$ cat config.mk
export PLATFORM = sky130hd
export DESIGN_NAME = seg7_capture
export DESIGN_NICKNAME = d
export VERILOG_FILES = /design/src/rtl/seg7_capture.sv
export SDC_FILE = /design/constraint.sdc
export NUM_CORES = 1
export LEC_CHECK = 0
export BUFFER_PORTS_ARGS = -buffer_cell sky130_fd_sc_hd__buf_2
export CORE_UTILIZATION = 45
export CTS_CLUSTER_DIAMETER = 50
export DETAILED_ROUTE_END_ITERATION = 7
export HOLD_SLACK_MARGIN = 0.03
export PLACE_DENSITY = 0.65
export SLEW_MARGIN = 20
export SYNTH_ARGS = -nofsm -noshare
export SYNTH_HDL_FRONTEND = slang
export SYNTH_SLANG_ARGS = --single-unit
$ cat constraint.sdc
create_clock -name clk -period 3.9 [get_ports clk]
set_clock_uncertainty 0.1 [all_clocks]
set_input_delay 1.17 -clock clk [delete_from_list [all_inputs] [get_ports clk]]
set_output_delay 1.17 -clock clk [all_outputs]
set_load 0.02 [all_outputs]
$ cat src/rtl/seg7_capture.sv
// Seven-segment display scraper: debounces a multiplexed active-low LED bus and
// emits complete hex frames with valid/ready. Define SEG7_CAPTURE_OVERRUN_EN for the sticky overrun flag.
module seg7_capture #(
    parameter int DIGITS        = 4,
    parameter int STABLE_CYCLES = 3
) (
    input  logic                  clk,
    input  logic                  rst,
    input  logic [6:0]            not_segs,
    input  logic [DIGITS-1:0]     not_digit_en,
    output logic [4*DIGITS-1:0]   value,
    output logic [DIGITS-1:0]     invalid_mask,
    output logic                  value_valid,
    input  logic                  value_ready,
    output logic                  overrun
);

    localparam logic [3:0] STABLE_C = 4'(STABLE_CYCLES);

    function automatic logic one_hot(input logic [DIGITS-1:0] x);
        int n;
        n = 0;
        for (int i = 0; i < DIGITS; i++) n += int'(x[i]);
        return (n == 1);
    endfunction

    // Returns {invalid, nibble}; unknown glyphs map to nibble 0.
    function automatic logic [4:0] decode(input logic [6:0] segs_n);
        logic [6:0] on;
        on = ~segs_n;
        case (on)
            7'h3F:   return 5'h00;
            7'h06:   return 5'h01;
            7'h5B:   return 5'h02;
            7'h4F:   return 5'h03;
            7'h66:   return 5'h04;
            7'h6D:   return 5'h05;
            7'h7D:   return 5'h06;
            7'h07:   return 5'h07;
            7'h7F:   return 5'h08;
            7'h6F:   return 5'h09;
            7'h77:   return 5'h0A;
            7'h7C:   return 5'h0B;
            7'h39:   return 5'h0C;
            7'h5E:   return 5'h0D;
            7'h79:   return 5'h0E;
            7'h71:   return 5'h0F;
            default: return 5'h10;
        endcase
    endfunction

    logic [6:0]          segs_p0_q, segs_p1_q;
    logic [DIGITS-1:0]   en_p0_q, en_p1_q;
    logic [3:0]          cnt_q, cnt_d;
    logic [DIGITS-1:0]   seen_q, seen_d, seen_set;
    logic [4*DIGITS-1:0] stage_val_q, stage_val_d;
    logic [DIGITS-1:0]   stage_inv_q, stage_inv_d;
    logic [4*DIGITS-1:0] value_q, value_d;
    logic [DIGITS-1:0]   inv_q, inv_d;
    logic                valid_q, valid_d;

    logic                sel_p0, same_p0, capture, complete, load;
    logic [DIGITS-1:0]   hit_p0;
    logic [4:0]          dec_p0;

    // p0 -> p1: compare the registered sample with the one before it
    always_comb begin
        hit_p0  = ~en_p0_q;
        sel_p0  = one_hot(hit_p0);
        same_p0 = (segs_p0_q == segs_p1_q) && (en_p0_q == en_p1_q);
        dec_p0  = decode(segs_p0_q);

        cnt_d   = cnt_q;
        if (!sel_p0)
            cnt_d = 4'd0;
        else if (!same_p0)
            cnt_d = 4'd1;
        else if (cnt_q < STABLE_C)
            cnt_d = cnt_q + 4'd1;

        // A run changing digits restarts at 1, so STABLE_CYCLES==1 must not rely on cnt_q.
        capture = sel_p0 && (cnt_d == STABLE_C) && (!same_p0 || (cnt_q != STABLE_C));

        stage_val_d = stage_val_q;
        stage_inv_d = stage_inv_q;
        seen_set    = seen_q;
        if (capture) begin
            for (int i = 0; i < DIGITS; i++) begin
                if (hit_p0[i]) begin
                    stage_val_d[4*i +: 4] = dec_p0[3:0];
                    stage_inv_d[i]        = dec_p0[4];
                    seen_set[i]           = 1'b1;
                end
            end
        end

        complete = capture && (&seen_set);
        seen_d   = complete ? '0 : seen_set;
        load     = complete && (!valid_q || value_ready);

        value_d = load ? stage_val_d : value_q;
        inv_d   = load ? stage_inv_d : inv_q;
        if (load)
            valid_d = 1'b1;
        else if (valid_q && value_ready)
            valid_d = 1'b0;
        else
            valid_d = valid_q;
    end

    always_ff @(posedge clk) begin
        if (rst) begin
            segs_p0_q   <= '0;
            en_p0_q     <= '1;
            segs_p1_q   <= '0;
            en_p1_q     <= '1;
            cnt_q       <= '0;
            seen_q      <= '0;
            stage_val_q <= '0;
            stage_inv_q <= '0;
            value_q     <= '0;
            inv_q       <= '0;
            valid_q     <= 1'b0;
        end else begin
            segs_p0_q   <= not_segs;
            en_p0_q     <= not_digit_en;
            segs_p1_q   <= segs_p0_q;
            en_p1_q     <= en_p0_q;
            cnt_q       <= cnt_d;
            seen_q      <= seen_d;
            stage_val_q <= stage_val_d;
            stage_inv_q <= stage_inv_d;
            value_q     <= value_d;
            inv_q       <= inv_d;
            valid_q     <= valid_d;
        end
    end

`ifdef SEG7_CAPTURE_OVERRUN_EN
    logic overrun_q, overrun_d;

    always_comb overrun_d = overrun_q | (complete && valid_q && !value_ready);

    always_ff @(posedge clk) begin
        if (rst)
            overrun_q <= 1'b0;
        else
            overrun_q <= overrun_d;
    end

    assign overrun = overrun_q;
`else
    assign overrun = 1'b0;
`endif

    assign value        = value_q;
    assign invalid_mask = inv_q;
    assign value_valid  = valid_q;

endmodule

==> results of run 1 <==
[cells in the final DEF, fill, tap and decap left out, types with 2 or more instances in the layout]
cell type and count:
xnor2_2 2, a21oi_1 4, o22ai_2 9, buf_4 5, clkinvlp_4 2, a211oi_1 2, nor3b_1 3, and2_1 3
nand2_1 7, ha_1 3, o21a_1 4, buf_2 34, nor2b_1 17, nor3_1 3, inv_1 6, or2_2 9
dfxtp_1 71, nor4_2 2, xnor2_1 9, nor2_1 30, nand3_1 6, clkbuf_8 10, nand2b_1 26, or3_1 3
a31oi_1 6, nand3b_1 2, o22ai_1 7, and3_1 2, o21bai_1 3, xor2_1 2, o21ai_0 2, nand4_1 2
mux2i_1 17, nor4_1 3
[metrics by stage]
stage / setup slack, ns / hold WS (ns) / area [um2]
after floorplan: 0.729 / 0.332 / 3110
after global placement: 0.497 / 0.344 / 3310
after detailed placement: 0.405 / 0.351 / 3310
after CTS: 0.372 / 0.370 / 3510
after global routing: 0.0977 / 0.390 / 3510
final: 0.331 / 0.365 / 3510
[metal layers]
layer	vias up	GRT usage (%)
met2	47	27.3
met4	0	9.55
met5	-	0
met3	16	3.40
met1	1043	23.8
li1	1132	-
[worst paths after layout]
kind              startpoint   endpoint  depth (start not counted)
setup reg to reg  en_p0_q[0]  value[12]                         10
setup / recovery  en_p0_q[0]  value[12]                         10
hold / removal     seen_q[3]  seen_q[3]                          1
hold reg to reg    seen_q[3]  seen_q[3]                          1
[logic make-up (layout without fill, tap and decap cells)]
group                    count (synthesis)  after routing
adder cells (fa/ha/maj)                  4              4
AO/OA/AOI/OAI                           45             45
AND/OR/NAND/NOR                        130            130
multiplexers                            17             17
buffers and inverters                   27             61
other                                    1              1
flip-flops                              71             71
XOR/XNOR                                14             14
[synth_stat cells, drive strengths merged, types with 7 or more instances]
library cell,n,area share (%)
nand2b,26,5.2
nor2,30,3.6
buf,9,1.9
xnor2,12,4.5
nor2b,17,3.4
dfxtp,71,46
or2,9,1.8
nand2,7,0.85
clkbuf,12,1.4
mux2i,17,5.5
o22ai,16,5.0
[cell type report]
type / instances / area (um2) / share of cell area, %
Clock buffer: 10 / 138 / 3.92
Inverter: 6 / 22.5 / 0.641
Tap cell: 77 / 96.3 / 2.74
Multi-Input combinational cell: 211 / 1560 / 44.4
Timing Repair Buffer: 39 / 208 / 5.91
Clock inverter: 6 / 67.6 / 1.92
Sequential cell: 71 / 1420 / 40.5
[flip-flops by register name (all words and copies together) (netlist names), 4 cells and up]
register and flops:
stage_inv_q 4, segs_p1_q 7, en_p1_q 4, en_p0_q 4
value 16, stage_val_q 16, cnt_q 4, invalid_mask 4
segs_p0_q 7, seen_q 4
[worst reg2reg max path, stage by stage (launching register included)]
cell and delay (ns):
dfxtp_1 0.38, fa_1 0.55, inv_1 0.04, ha_1 0.17, ha_1 0.28, nor3b_1 0.30
nand4b_2 0.23, nor4_2 0.36, nor2b_1 0.58, mux2i_1 0.35, o22ai_2 0.12
[power groups by stage]
stage	clock network (uW)	registers [uW]	logic [uW]
CTS	611	758	104
floorplan	0	763	90.4
global route	646	761	115
finish	597	758	103
detailed placement	0	775	104
global placement	0	775	102
==> impl_metrics.tcl, run 1 <==
set metrics [dict create \
    worst_path_most_repeated_cell "ha_1" \
    synth-simple-area-share_pct 26.0 \
    arrival_ns 3.70 \
    portBuffers 34 \
    critical_path_class "flip-flop to flip-flop" \
    worst_pin_slew_ns 0.903 \
    r2r_slack_ns 0.33 \
    drc 0 \
    grt_pass1_vias 2129 \
    worstSetupStartpointType "flip-flop" \
    root_buffer "clkbuf_8" \
    synth_xor_xnor_area_share_pct 5.03 \
    core_um2 6490 \
    slowest_delay_ns 0.58 \
    clk_pin_slew_ns 0.08 \
    ios 36 \
    p_leak_uw 0.00135 \
    ys_warn_count 0 \
    p_int_uw 1100 \
    numCtsBuffers 9 \
    power.density_nw_per_um2 415 \
    die_h_um 85.1 \
    synth_mux_area_share_pct 5.47 \
    final_nets 356 \
    ant_nets 0 \
    rsz0062_at_grt "false" \
    gp_congestion 0.814 \
    synth.distinct_cells 57 \
    p_switching_uw 360 \
    vias_per_cell 5.33 \
    hold_buffers 0 \
    p_clk_share_pct 40.9 \
    cts_tree "built" \
    tns_ns 0 \
    synth_cells 309 \
    drive_gt1_share_pct 25.1 \
    dieArea_um2 7250 \
    fmax_ghz 0.280 \
    min_period_ns 3.57 \
    synthToLayoutAreaGrowth_pct 13.0 \
    crit_slowest_cell "nor2b_1" \
    synth-adder-area-share_pct 1.85 \
    finalSetupViolations 0 \
    syn-num-nets 327 \
    synth-seq-cells 71 \
    grt_overflow 0 \
    critPathTopFamily "simple AND/OR/NAND/NOR gates" \
    met1_length_um 3040 \
    top_layer "met4" \
    synth_top_family_by_area "simple AND/OR/NAND/NOR gates" \
    crit_chain "fa_1 -> inv_1 -> ha_1 -> ha_1 -> nor3b_1 -> nand4b_2 -> nor4_2 -> nor2b_1 -> mux2i_1 -> o22ai_2" \
    p_comb_share_pct 7.1 \
    peakVddDrop_uv 197 \
    synth-edff-count 0 \
    post_cts_buffers 0 \
    finalWirelength_um 6050 \
    drt_iter0_markers 83 \
    grt_pass1_wl_um 10100 \
    syn_avg_cell_area_um2 10.1 \
    fin_util_pct 54.1 \
    wl_met3_um 208 \
    async_reset_ff_share_pct 0 \
    antenna_found_initial 0 \
    switching_share_pct 24.7 \
    synth_ff_type "dfxtp_1" \
    cap_viol_max_count 0 \
    wl_met2_um 2670 \
    final_cells 420 \
    die_x_um 85.1 \
    fillers 602 \
    cp_num_buf_inv 1 \
    cts_resized 0 \
    vias 2238 \
    critPathMaxFanout 6 \
    wl_per_cell_um 14.4 \
    hold_viol_final 0 \
    slew_headroom_pct 39.1 \
    clk_path_buf_depth 2 \
    htreeDepth 3 \
    fin_crit_sh_pct 91.5 \
    ys_seq_area_share_pct 45.7 \
    clock-sinks 71 \
    rows 29 \
    start_util_pct 47.9 \
    clock_latency_ns 0.34 \
    grt_start_max_net_pins 38 \
    power_uw 1460 \
    crit_required_ns 4.03 \
    slew_violations 0 \
    hpwl_um 4250 \
    grt_usage_pct 17.8 \
    synth_compound_area_share_pct 11.7 \
    dp_cells 404 \
    diodes 0 \
    seq_power_share_pct 52.0 \
    run_status "finished, final reports clean" \
    drt_pass1_iterations 4 \
    end_kind "flip-flop" \
    synth_area_um2 3110 \
    hp-class "flip-flop to flip-flop" \
]
Note: power is estimated with default switching activity, not from simulation.
==> run 2, diff against run 1 <==
--- a/config.mk
+++ b/config.mk
@@ -7,10 +7,12 @@
 export LEC_CHECK = 0
 export BUFFER_PORTS_ARGS = -buffer_cell sky130_fd_sc_hd__buf_2
 export CORE_UTILIZATION = 45
+export CTS_BUF_LIST = sky130_fd_sc_hd__clkbuf_4 sky130_fd_sc_hd__clkbuf_8
 export CTS_CLUSTER_DIAMETER = 50
 export DETAILED_ROUTE_END_ITERATION = 7
 export HOLD_SLACK_MARGIN = 0.03
 export PLACE_DENSITY = 0.65
+export RECOVER_POWER = 50
 export SLEW_MARGIN = 20
 export SYNTH_ARGS = -nofsm -noshare
 export SYNTH_HDL_FRONTEND = slang
==> impl_metrics.tcl, run 2 (same netlist as run 1, synthesis figures left out) <==
set metrics [dict create \
    run_status "finished, final reports clean" \
    final_nets 356 \
    critical_path_class "flip-flop to flip-flop" \
    clk_path_buf_depth 2 \
    fin_crit_sh_pct 91.3 \
    finalWirelength_um 6050 \
    power.density_nw_per_um2 418 \
    drive_gt1_share_pct 18.4 \
    clock_latency_ns 0.34 \
    p_int_uw 1100 \
    grt_overflow 0 \
    grt_pass1_vias 2129 \
    finalSetupViolations 0 \
    postPlaceCellArea_um2 3310 \
    hold_viol_final 0 \
    numCtsBuffers 9 \
    peakVddDrop_uv 197 \
    drc 0 \
    p_comb_share_pct 7.1 \
    portBuffers 34 \
    crit_slowest_cell "nor2b_1" \
    ant_nets 0 \
    clk_pin_slew_ns 0.08 \
    min_period_ns 3.56 \
    slowest_delay_ns 0.58 \
    end_kind "flip-flop" \
    worstSetupStartpointType "flip-flop" \
    cts_resized 0 \
    seq_power_share_pct 52.0 \
    hold_buffers 0 \
    core_um2 6490 \
    cp_num_buf_inv 1 \
    rsz0062_at_grt "false" \
    vias 2239 \
    synthToLayoutAreaGrowth_pct 12.0 \
    wl_per_cell_um 14.4 \
    clock-sinks 71 \
    worst_pin_slew_ns 1.34 \
    grt_pass1_wl_um 10100 \
    start_util_pct 47.9 \
    grt_usage_pct 17.8 \
    die_h_um 85.1 \
    grt_start_max_net_pins 38 \
    die_x_um 85.1 \
    gp_congestion 0.814 \
    cap_viol_max_count 0 \
    htreeDepth 3 \
    root_buffer "clkbuf_8" \
    worst_path_most_repeated_cell "ha_1" \
    vias_per_cell 5.33 \
    critPathMaxFanout 6 \
    hpwl_um 4250 \
    arrival_ns 3.69 \
    switching_share_pct 24.7 \
    crit_required_ns 4.03 \
    ios 36 \
    crit_chain "fa_1 -> inv_1 -> ha_1 -> ha_1 -> nor3b_1 -> nand4b_2 -> nor4_2 -> nor2b_1 -> mux2i_1 -> o22ai_2" \
    drt_pass1_iterations 5 \
    slew_violations 0 \
    p_leak_uw 0.00125 \
    post_cts_buffers 0 \
    fin_util_pct 53.6 \
    antenna_found_initial 0 \
    tns_ns 0 \
    diodes 0 \
    rows 29 \
    critPathTopFamily "simple AND/OR/NAND/NOR gates" \
    drt_iter0_markers 69 \
    p_clk_share_pct 40.9 \
    mostFrequentLayoutCell "dfxtp_1" \
    hp-class "flip-flop to flip-flop" \
    p_switching_uw 359 \
    power_uw 1460 \
    final_area_um2 3480 \
    fmax_ghz 0.281 \
    most-common-layout-cells "dfxtp_1 (71), nor2_1 (30), nand2b_1 (26)" \
    slew_headroom_pct 10.8 \
    dieArea_um2 7250 \
    cts_tree "built" \
]
run 2: metrics by stage:
step	instances	hold WS [ns]	setup WS (ns)
detailed placement	404	0.351	0.405
floorplan	309	0.332	0.729
CTS	420	0.370	0.372
global route	420	0.390	0.0909
global placement	404	0.344	0.497
finish	420	0.365	0.338
run 2: area by class of cell:
type | count | area (um2)
clock buffer | 10 | 138
multi-input combinational | 211 | 1560
tap | 77 | 96.3
inverter | 6 | 22.5
sequential | 71 | 1420
fill | 615 | 3010
clock inverter | 6 | 67.6
timing repair buffer | 39 | 176
run 2: worst reg2reg max path, stage by stage (launching register included):
cell and delay, ns:
dfxtp_1 0.38, fa_1 0.55, inv_1 0.04, ha_1 0.17
ha_1 0.28, nor3b_1 0.30, nand4b_2 0.23, nor4_2 0.35
nor2b_1 0.58, mux2i_1 0.34, o22ai_2 0.12
run 2: worst paths after layout:
check	startpoint	end	slack [ns]	depth (start not counted)
setup / recovery	en_p0_q[0]	value[12]	0.34	10
hold / removal	seen_q[3]	seen_q[3]	0.37	1
setup reg to reg	en_p0_q[0]	value[12]	0.34	10
hold reg to reg	seen_q[3]	seen_q[3]	0.37	1
run 2: layer usage:
metal / track usage, % / vias to the layer above / wire length, um
met5: 0 / - / 0
met4: 9.55 / 0 / 127
met3: 3.40 / 16 / 202
met2: 27.3 / 45 / 2650
met1: 23.8 / 1046 / 3070
li1: - / 1132 / -
run 2: power groups by stage:
| stage | Combinational, uW | Sequential [uW] | Clock [uW] |
|---|---|---|---|
| after global placement | 102 | 775 | 0 |
| after CTS | 104 | 758 | 611 |
| after floorplan | 90.4 | 763 | 0 |
| after detailed placement | 104 | 775 | 0 |
| final | 103 | 758 | 596 |
| after global routing | 114 | 761 | 646 |
==> run 3, diff against run 2 <==
==> constraint.sdc (replaced) <==
create_clock -name clk -period 3.9 [get_ports clk]
set_clock_uncertainty 0.1 [all_clocks]
set_input_delay 0.78 -clock clk [delete_from_list [all_inputs] [get_ports clk]]
set_output_delay 0.78 -clock clk [all_outputs]
set_load 0.02 [all_outputs]
==> impl_metrics.tcl, run 3 (same netlist as run 1, synthesis figures left out) <==
set metrics [dict create \
    grt_pass1_vias 2089 \
    fillers 614 \
    power.density_nw_per_um2 400 \
    post_cts_buffers 0 \
    drc 0 \
    end_kind "flip-flop" \
    mostFrequentLayoutCell "dfxtp_1" \
    core_um2 6490 \
    finalWirelength_um 6080 \
    min_path_cells 1 \
    p_leak_uw 0.00123 \
    vias 2213 \
    critical_path_class "flip-flop to flip-flop" \
    reg2reg_depth 10 \
    slew_headroom_pct 17.0 \
    place_worst_setup_slack_ns 0.345 \
    grt_overflow 0 \
    fin_crit_sh_pct 91.2 \
    final_nets 356 \
    peakVddDrop_uv 181 \
    finalSetupViolations 0 \
    wl_per_cell_um 14.5 \
    worst_pin_slew_ns 1.24 \
    vias_per_cell 5.27 \
    worst_slack_ns 0.345 \
    min_period_ns 3.56 \
    clock-sinks 71 \
    hold_buffers 0 \
    synthToLayoutAreaGrowth_pct 11.0 \
    gp_congestion 0.794 \
    cts_tree "built" \
    cap_viol_max_count 0 \
    most-common-layout-cells "dfxtp_1 (71), nor2_1 (30), nand2b_1 (26)" \
    grt_pass1_wl_um 10100 \
    arrival_ns 3.70 \
    crit_required_ns 4.04 \
    run_status "finished, final reports clean" \
    fmax_ghz 0.281 \
    ant_nets 0 \
    drive_gt1_share_pct 18.4 \
    worstSetupStartpointType "flip-flop" \
    drt_pass1_iterations 4 \
    hold_viol_final 0 \
    multi_input_area_um2 1560 \
    grt_usage_pct 18.4 \
    rsz0062_at_grt "false" \
    hp-class "flip-flop to flip-flop" \
    final_cells 420 \
    cts_resized 0 \
    htreeDepth 3 \
    dieArea_um2 7250 \
    die_x_um 85.1 \
    critPathMaxFanout 6 \
    ios 36 \
    die_h_um 85.1 \
    clk_pin_slew_ns 0.08 \
    seq_area_um2 1420 \
    rows 29 \
    drt_iter0_markers 69 \
    clk_path_buf_depth 2 \
    diodes 0 \
    tns_ns 0 \
    hpwl_um 4160 \
    root_buffer "clkbuf_8" \
    numCtsBuffers 9 \
    antenna_found_initial 0 \
    dp_cells 404 \
    portBuffers 34 \
    grt_start_max_net_pins 36 \
    clock_latency_ns 0.35 \
    slew_violations 0 \
    start_util_pct 47.9 \
]
[run 3: changes by cell type in the layout (fill, tap and decap cells not counted), sizes merged]
cell	delta
clkinvlp	+1
clkbuf	-1
inv	-1
clkinv	+2
bufinv	-1
[run 3: per-stage QoR]
| step | total power [uW] | util (%) | cell area [um2] | hold slack (ns) |
|---|---|---|---|---|
| 5_1_grt | 1440 | 53.1 | 3450 | 0.372 |
| 3_3_place_gp | 878 | 50.9 | 3310 | 0.338 |
| 4_1_cts | 1390 | 53.6 | 3480 | 0.364 |
| 6_report | 1380 | 53.1 | 3450 | 0.359 |
| 3_5_place_dp | 878 | 50.9 | 3310 | 0.347 |
| 2_1_floorplan | 853 | - | 3110 | 0.332 |
[run 3: critical path: stages (launching register included)]
cell and delay (ns):
dfxtp_1 0.38, fa_1 0.54, inv_1 0.04, ha_1 0.17
ha_1 0.27, nor3b_1 0.32, nand4b_2 0.25, nor4_2 0.36
nor2b_1 0.55, mux2i_1 0.34, o22ai_2 0.12
[run 3: worst paths after layout]
| kind | endpoint | startpoint | slack (ns) |
|---|---|---|---|
| worst min register to register | seen_q[2] | seen_q[2] | 0.36 |
| worst max register to register | value[12] | en_p0_q[0] | 0.34 |
| worst max-delay path | value[12] | en_p0_q[0] | 0.34 |
| worst min-delay path | seen_q[2] | seen_q[2] | 0.36 |
[run 3: power breakdown]
part           leakage, uW  internal (uW)  switching [uW]
clock            0.0000812            230             290
sequential        0.000577            736            21.8
combinational     0.000576           46.6            56.5
[run 3: area by class of cell]
cell class,instances,share of cell area [%]
Clock buffer,9,3.59
Clock inverter,7,1.45
Inverter,6,0.653
Multi-Input combinational cell,211,45.2
Sequential cell,71,41.2
Tap cell,77,2.79
Timing Repair Buffer,39,5.11
[run 3: per-layer routing]
metal  global-route usage (%)  vias up  routed length (um)
li1                         -     1126                   -
met1                     25.1     1025                3040
met2                     26.8       48                2660
met3                     3.99       14                 229
met4                     10.6        0                 149
met5                        0        -                   0
